[config.mk]
export PLATFORM = sky130hd
export DESIGN_NAME = wdog_apb_timer
export DESIGN_NICKNAME = d
export VERILOG_FILES = /design/src/rtl/wdog_apb_timer.sv
export SDC_FILE = /design/constraint.sdc
export NUM_CORES = 1
export LEC_CHECK = 0
export BUFFER_PORTS_ARGS = -buffer_cell sky130_fd_sc_hd__buf_4
export CORE_ASPECT_RATIO = 1.1
export CORE_MARGIN = 2
export CORE_UTILIZATION = 40
export CTS_CLUSTER_DIAMETER = 200
export CTS_CLUSTER_SIZE = 10
export DETAILED_ROUTE_END_ITERATION = 8
export MAX_ROUTING_LAYER = met4
export PLACE_DENSITY_LB_ADDON = 0.1
export REMOVE_ABC_BUFFERS = 1
export SYNTH_ARGS = -nofsm -noshare
export SYNTH_HDL_FRONTEND = slang
export SYNTH_SLANG_ARGS = --single-unit
[constraint.sdc]
create_clock -name apb_clk -period 2.9 [get_ports apb_clk]
set_input_delay 0.58 -clock apb_clk [delete_from_list [all_inputs] [get_ports apb_clk]]
set_output_delay 0.58 -clock apb_clk [all_outputs]
set_load 0.01 [all_outputs]
[src/rtl/wdog_apb_timer.sv]
// APB watchdog timer: down-counter with interrupt on timeout and reset request on an unserviced second timeout.
// Optional write-lock register at 0xC00 is built in when WDOG_LOCK_EN is defined.
module wdog_apb_timer (
    input  logic        apb_clk,
    input  logic        apb_rst,
    input  logic        psel,
    input  logic        penable,
    input  logic        pwrite,
    input  logic [11:0] paddr,
    input  logic [31:0] pwdata,
    output logic [31:0] prdata,
    output logic        pready,
    output logic        pslverr,
    input  logic [3:0]  ecorevnum,
    output logic        wdogint,
    output logic        wdogres
);

    localparam logic [9:0]  A_LOAD     = 10'h000;
    localparam logic [9:0]  A_VALUE    = 10'h001;
    localparam logic [9:0]  A_CTRL     = 10'h002;
    localparam logic [9:0]  A_INTCLR   = 10'h003;
    localparam logic [9:0]  A_RIS      = 10'h004;
    localparam logic [9:0]  A_MIS      = 10'h005;
    localparam logic [9:0]  A_LOCK     = 10'h300;
    localparam logic [9:0]  A_ID       = 10'h3F8;
    localparam logic [31:0] UNLOCK_KEY = 32'h1ACCE551;

    logic [31:0] load_q,  load_d;
    logic [31:0] cnt_q,   cnt_d;
    logic        inten_q, inten_d;
    logic        resen_q, resen_d;
    logic        ris_q,   ris_d;
    logic        int_q,   int_d;
    logic        res_q,   res_d;

    logic [9:0]  addr;
    logic        wr_acc;
    logic        rd_acc;
    logic        wr_ok;
    logic        wr_load;
    logic        wr_ctrl;
    logic        wr_intclr;
    logic        timeout;
    logic        unused_addr_bits;

    assign addr             = paddr[11:2];
    assign unused_addr_bits = ^paddr[1:0];
    assign wr_acc           = psel & penable & pwrite;
    assign rd_acc           = psel & penable;

`ifdef WDOG_LOCK_EN
    logic locked_q, locked_d;

    assign wr_ok = ~locked_q;

    always_comb begin
        locked_d = locked_q;
        if (wr_acc && addr == A_LOCK) begin
            locked_d = (pwdata != UNLOCK_KEY);
        end
    end

    always_ff @(posedge apb_clk or posedge apb_rst) begin
        if (apb_rst) begin
            locked_q <= 1'b0;
        end else begin
            locked_q <= locked_d;
        end
    end
`else
    assign wr_ok = 1'b1;
`endif

    assign wr_load   = wr_acc & wr_ok & (addr == A_LOAD);
    assign wr_ctrl   = wr_acc & wr_ok & (addr == A_CTRL);
    assign wr_intclr = wr_acc & wr_ok & (addr == A_INTCLR);
    assign timeout   = inten_q & (cnt_q == 32'h0);

    always_comb begin
        load_d  = load_q;
        inten_d = inten_q;
        resen_d = resen_q;
        if (wr_load) begin
            load_d = pwdata;
        end
        if (wr_ctrl) begin
            inten_d = pwdata[0];
            resen_d = pwdata[1];
        end
    end

    // A reload on timeout or INTCLR always happens before the count could go below zero.
    always_comb begin
        cnt_d = cnt_q;
        if (wr_load) begin
            cnt_d = pwdata;
        end else if (wr_intclr || timeout) begin
            cnt_d = load_q;
        end else if (inten_q) begin
            cnt_d = cnt_q - 32'd1;
        end
    end

    // INTCLR beats a coincident timeout, which also suppresses the reset request.
    always_comb begin
        ris_d = ris_q;
        if (wr_intclr) begin
            ris_d = 1'b0;
        end else if (timeout) begin
            ris_d = 1'b1;
        end
        res_d = res_q | (timeout & ris_q & resen_q & ~wr_intclr);
        int_d = ris_d & inten_d;
    end

    always_ff @(posedge apb_clk or posedge apb_rst) begin
        if (apb_rst) begin
            load_q  <= 32'hFFFF_FFFF;
            cnt_q   <= 32'hFFFF_FFFF;
            inten_q <= 1'b0;
            resen_q <= 1'b0;
            ris_q   <= 1'b0;
            int_q   <= 1'b0;
            res_q   <= 1'b0;
        end else begin
            load_q  <= load_d;
            cnt_q   <= cnt_d;
            inten_q <= inten_d;
            resen_q <= resen_d;
            ris_q   <= ris_d;
            int_q   <= int_d;
            res_q   <= res_d;
        end
    end

    always_comb begin
        prdata = 32'h0;
        if (rd_acc) begin
            case (addr)
                A_LOAD:  prdata = load_q;
                A_VALUE: prdata = cnt_q;
                A_CTRL:  prdata = {30'h0, resen_q, inten_q};
                A_RIS:   prdata = {31'h0, ris_q};
                A_MIS:   prdata = {31'h0, ris_q & inten_q};
`ifdef WDOG_LOCK_EN
                A_LOCK:  prdata = {31'h0, locked_q};
`endif
                A_ID:    prdata = {28'h0, ecorevnum};
                default: prdata = 32'h0;
            endcase
        end
    end

    assign pready  = 1'b1;
    assign pslverr = 1'b0;
    assign wdogint = int_q;
    assign wdogres = res_q;

endmodule

# Word level (Yosys, flattened, before mapping)
# Index checks and enable logic that the tools add are counted.
# totals
reg_bits	69
out_inout_bits	36
word_cells	39
# op_classes
n_addsub	1
eq_ne	6
mux	8
n_bitwise	13
n_reduce_logical	4
# ops
operator	n
$pmux W32 S6	1
$mux W32	4
$logic_not A32 Y1	1
$sub A32 B1 Y32 const B	1
$eq A10 B2 Y1 const B	2
$eq A10 B3 Y1 const B	2
$and A1 B1 Y1	11
$eq A10 B1 Y1 const B	1
$eq A10 B10 Y1 const B	1
$logic_not A10 Y1	1
$mux W1	3
$reduce_bool A3 Y1	1
$logic_or A1 B1 Y1	1
$not A1 Y1	1
$or A1 B1 Y1	1

# Longest topological paths before layout
# depth
ltp_word	6
depth_mapped	9
mapped_depth_nobuf	8

# Least setup slack after synthesis
# No wires, ideal clock.
# synth_path
path_kind	input to output
start	input port paddr[7]
end	output port prdata[2]
t_arrival_ps	2482
setup_slack_ps	-162
cell_stages	7
path_buffers	2
path_cell_list	or4_1 > clkbuf_1 > or2_2 > nor4_1 > clkbuf_1 > a22oi_1 > a21oi_1
# synth_between
elab_chain_len	3
word_cells_on_any_way	8
cone_classes	eq/ne (5); mux (2); reduce/logical (1)
# synth_rtl
element	line_no	text
start: declaration	9	input logic [11:0] paddr,
$eq A10 B10 Y1 (tied with other cells)	140	case (addr)
$pmux W32 S6 *	140	
$mux W32 *	139	if (rd_acc) begin
end: declaration	11	output logic [31:0] prdata,
# Every way passes the cells marked *; elsewhere a longest branch is shown, timed or not.

# Final worst setup path
# layout_path
start	input port paddr[7]
end	output port prdata[0]
# The elaborated chain is that of the path after synthesis.

==> summary.txt <==
Die
  • Die Ht: 113.4 um
  • Die width: 103.4 um
  • Die ar.: 11730 um2
  • Rows: 39
  • Initial core utilization: 41.47%
  • I/O pin total: 89
  • Core area: 10490 um2

Setup path
  • Slowest CP cell: or4_4
  • CP startpoint: paddr[7]
  • Startpoint types: primary input
  • CP Class: in -> out
  • CP max stage delay: 0.52 ns
  • Worst r2r dst: cnt_q[23]
  • Critical Path Sink Type: output pin
  • Reg2reg start: cnt_q[0]
  • Crit-path cells: buf_6 -> or4_4 -> or2_4 -> buf_6 -> nor2_4 -> buf_6 -> a22oi_2 -> o21ai_1 -> and3_1 -> buf_6
  • Crit path max-delay family: simple AND/OR/NAND/NOR gates
  • R2r setup slk: 0.11 ns
  • Crit Path Max Fanout: 5
  • Top cell by count, worst path: buf_6
  • Worst Path Arrival: 2.33 ns
  • Worst path buffer plus inverter count: 4
  • Critical path depth in cells: 10
  • WP data required: 2.32 ns
  • R2R cell count: 10

Run
  • Max-cap violation count: 0

Synthesis
  • Syn_area_per_cell: 8.101 um2
  • Largest family of logic cells by synthesized area: simple AND/OR/NAND/NOR gates
  • Synth Area in Adders: 0.2876%
  • Mux share of post-synthesis cell area: 1.237%
  • EDFF count, synth: 0
  • Ys Warns: 0
  • Synth cell types: 57
  • Post-synthesis async set-or-reset flop share: 100.0%
  • Post-Syn Area: 4350 um2
  • Compound-Gate Fraction of Synth Area: 18.35%
  • Simple-Gate Fraction of Synth Area: 30.80%
  • Synthesized flop and latch total: 69
  • Post-synthesis cell count: 537
  • Post-Synth XOR/XNOR Area: 3.221%
  • Top FF cell, synth: dfstp_2
  • Sequential element share of the synthesized area: 41.53%

Global routing
  • Vias in the first global route: 4590
  • Total track usage: 26.22%
  • Total gr overflow: 0
  • Initial antenna violation count: 0
  • First-pass GRT wire length: 23140 um
  • Largest net degree at the start of global routing: 34

Final layout
  • Layout Cells excl Fill: 801
  • Share of cells above drive strength 1: 39.82%
  • Most frequent cells in the layout: 125 x nand2_1, 121 x buf_4, 64 x dfstp_2
  • Design area: 6095 um2
  • Antenna fix cells: 0
  • Fill cell count: 965
  • Nets: 707
  • Most common cell after layout, fill and taps aside: nand2_1
  • Area delta synth->final: 40.09%
  • Util after Layout: 58.09%

Timing
  • Max Clk Rate: 343.9 MHz
  • Worst-Margin Slew: 0.9142 ns
  • Final setup viols: 2
  • Final worst path period need: 2.908 ns
  • Slew headroom: 38.99%
  • Final hold violations: 0
  • Clock Skew: 0.01016 ns
  • RSZ-0062 raised after global routing: yes
  • Worst setup margin: -0.008030 ns
  • Hold slack: 0.4285 ns
  • Crit share post-route: 100.3%
  • Fin. max-slew vios: 0

Routing
  • Drt pass-1 iters: 5
  • Initial DRC count: 241
  • Vias/cell: 5.668
  • Final WL: 14520 um
  • Drc violations: 0
  • Routed length per instance: 18.13 um
  • Final ANT Viol Nets: 0
  • DR vias: 4540

Pwr
  • VDD IR max: 0.2514 mV
  • Power Density: 419.3 nW/um2
  • Pleak: 2.556 nW

Place
  • Dpl cells: 774
  • Post-DP HPWL: 10100 um
  • Port Buffers: 84
  • Post-DP Area: 5448 um2
  • Placer congestion estimate: 0.9656

CTS
  • Hold_buf cts: 0
  • Insertion delay to the later sink of the worst-skew pair: 0.34 ns
  • Worst-path clk slew: 0.06 ns
  • Clk root buf: clkbuf_16
  • CTS Sinks: 69
  • CTS buffer count: 9
  • CTS tree: built
  • H-tree levels: 3
  • Max Buffers Root-to-Sink: 2

Run status
  • Failing checks: setup timing
  • Status: finished with violations

Hold path
  • Hold Path Class: in -> async
synth_stat cells (5+ instances only):
| cell | n | area [um2] |
|---|---|---|
| nor2_1 | 60 | 225.2 |
| a21oi_1 | 26 | 130.1 |
| o211ai_1 | 11 | 82.58 |
| a31oi_1 | 6 | 37.54 |
| clkbuf_1 | 24 | 90.09 |
| buf_1 | 5 | 18.77 |
| a22oi_1 | 35 | 262.8 |
| dfstp_2 | 64 | 1682 |
| and3_1 | 6 | 37.54 |
| xnor2_1 | 7 | 61.31 |
| or3_1 | 7 | 43.79 |
| buf_2 | 6 | 30.03 |
| nand4_1 | 9 | 56.30 |
| or4_1 | 6 | 45.04 |
| dfrtp_1 | 5 | 125.1 |
| nand2_1 | 125 | 469.2 |
| inv_1 | 7 | 26.28 |
| nor4_1 | 11 | 68.82 |
| xor2_1 | 9 | 78.83 |
| o21ai_0 | 13 | 65.06 |
| nand3_1 | 25 | 125.1 |
| nor3_1 | 17 | 85.08 |
layer usage:
layer	vias to the layer above	wire length [um]	global-route usage (%)
met3	30	575	3.186
met2	137	7360	43.31
met5	-	0	-
met1	2227	6149	31.98
met4	0	434	11.40
li1	2146	-	-
how the worst max path moves through the flow:
| stage | slack, ns | endpoint |
|---|---|---|
| finish | -0.008 | prdata[0] |
| global route | -0.09 | prdata[0] |
| CTS | -0.12 | prdata[20] |
| detailed placement | -0.26 | prdata[30] |
| global placement | -0.23 | prdata[30] |
| floorplan | -1.86 | prdata[2] |
registers in the layout, summed over array words and instances (netlist names):
signal,count
resen_q,1
wdogint,1
load_q,32
wdogres,1
cnt_q,32
inten_q,1
ris_q,1
timing repair:
item,CTS,global route
pin swaps,13,27
resized for setup,19,23
endpoints found under the setup margin,31,41
setup buffers,3,7
gates cloned,2,0
hold endpoints to repair,0,0
through the flow:
step	TNS, ns	setup WS (ns)	power (mW)
finish	-0.008286	-0.008030	2.556
global route	-1.109	-0.09036	2.636
CTS	-2.303	-0.1181	2.559
global placement	-5.666	-0.2323	1.275
floorplan	-75.27	-1.857	1.154
detailed placement	-6.382	-0.2566	1.282
layout make-up:
cell class                 instances  area (um2)  area share [%]
multi-input combinational        423        2484           40.75
sequential                        69        1807           29.64
timing repair buffer             143        1254           20.57
clock buffer                      13       280.3           4.599
tap                              143       178.9           2.936
clock inverter                     3       65.06           1.068
inverter                           7       26.28          0.4311
power by group:
part           leakage (nW)  internal, mW  switching, mW
registers             0.726          1.00         0.0298
clock network         0.172         0.846          0.433
logic                  1.66         0.119          0.126
worst reg2reg max path, stage by stage (launching register included):
cell,delay (ns)
dfstp_2,0.56
inv_1,0.08
ha_1,0.23
nor3b_1,0.15
buf_4,0.16
nand3_2,0.11
buf_4,0.19
nor4_4,0.06
nor2_2,0.72
o22ai_1,0.24
nor3_1,0.19
kinds of logic (layout without fill, tap and decap cells):
family | Yosys count | after routing
and+or+nand+nor | 286 | 286
AOI/OAI and AO/OA | 113 | 113
DFF | 69 | 69
buffers and inverters | 45 | 166
xor gates and xnor gates | 16 | 16
muxes | 5 | 5
other | 2 | 2
adders and majority gates | 1 | 1
Power figures use the tool's default switching activity.
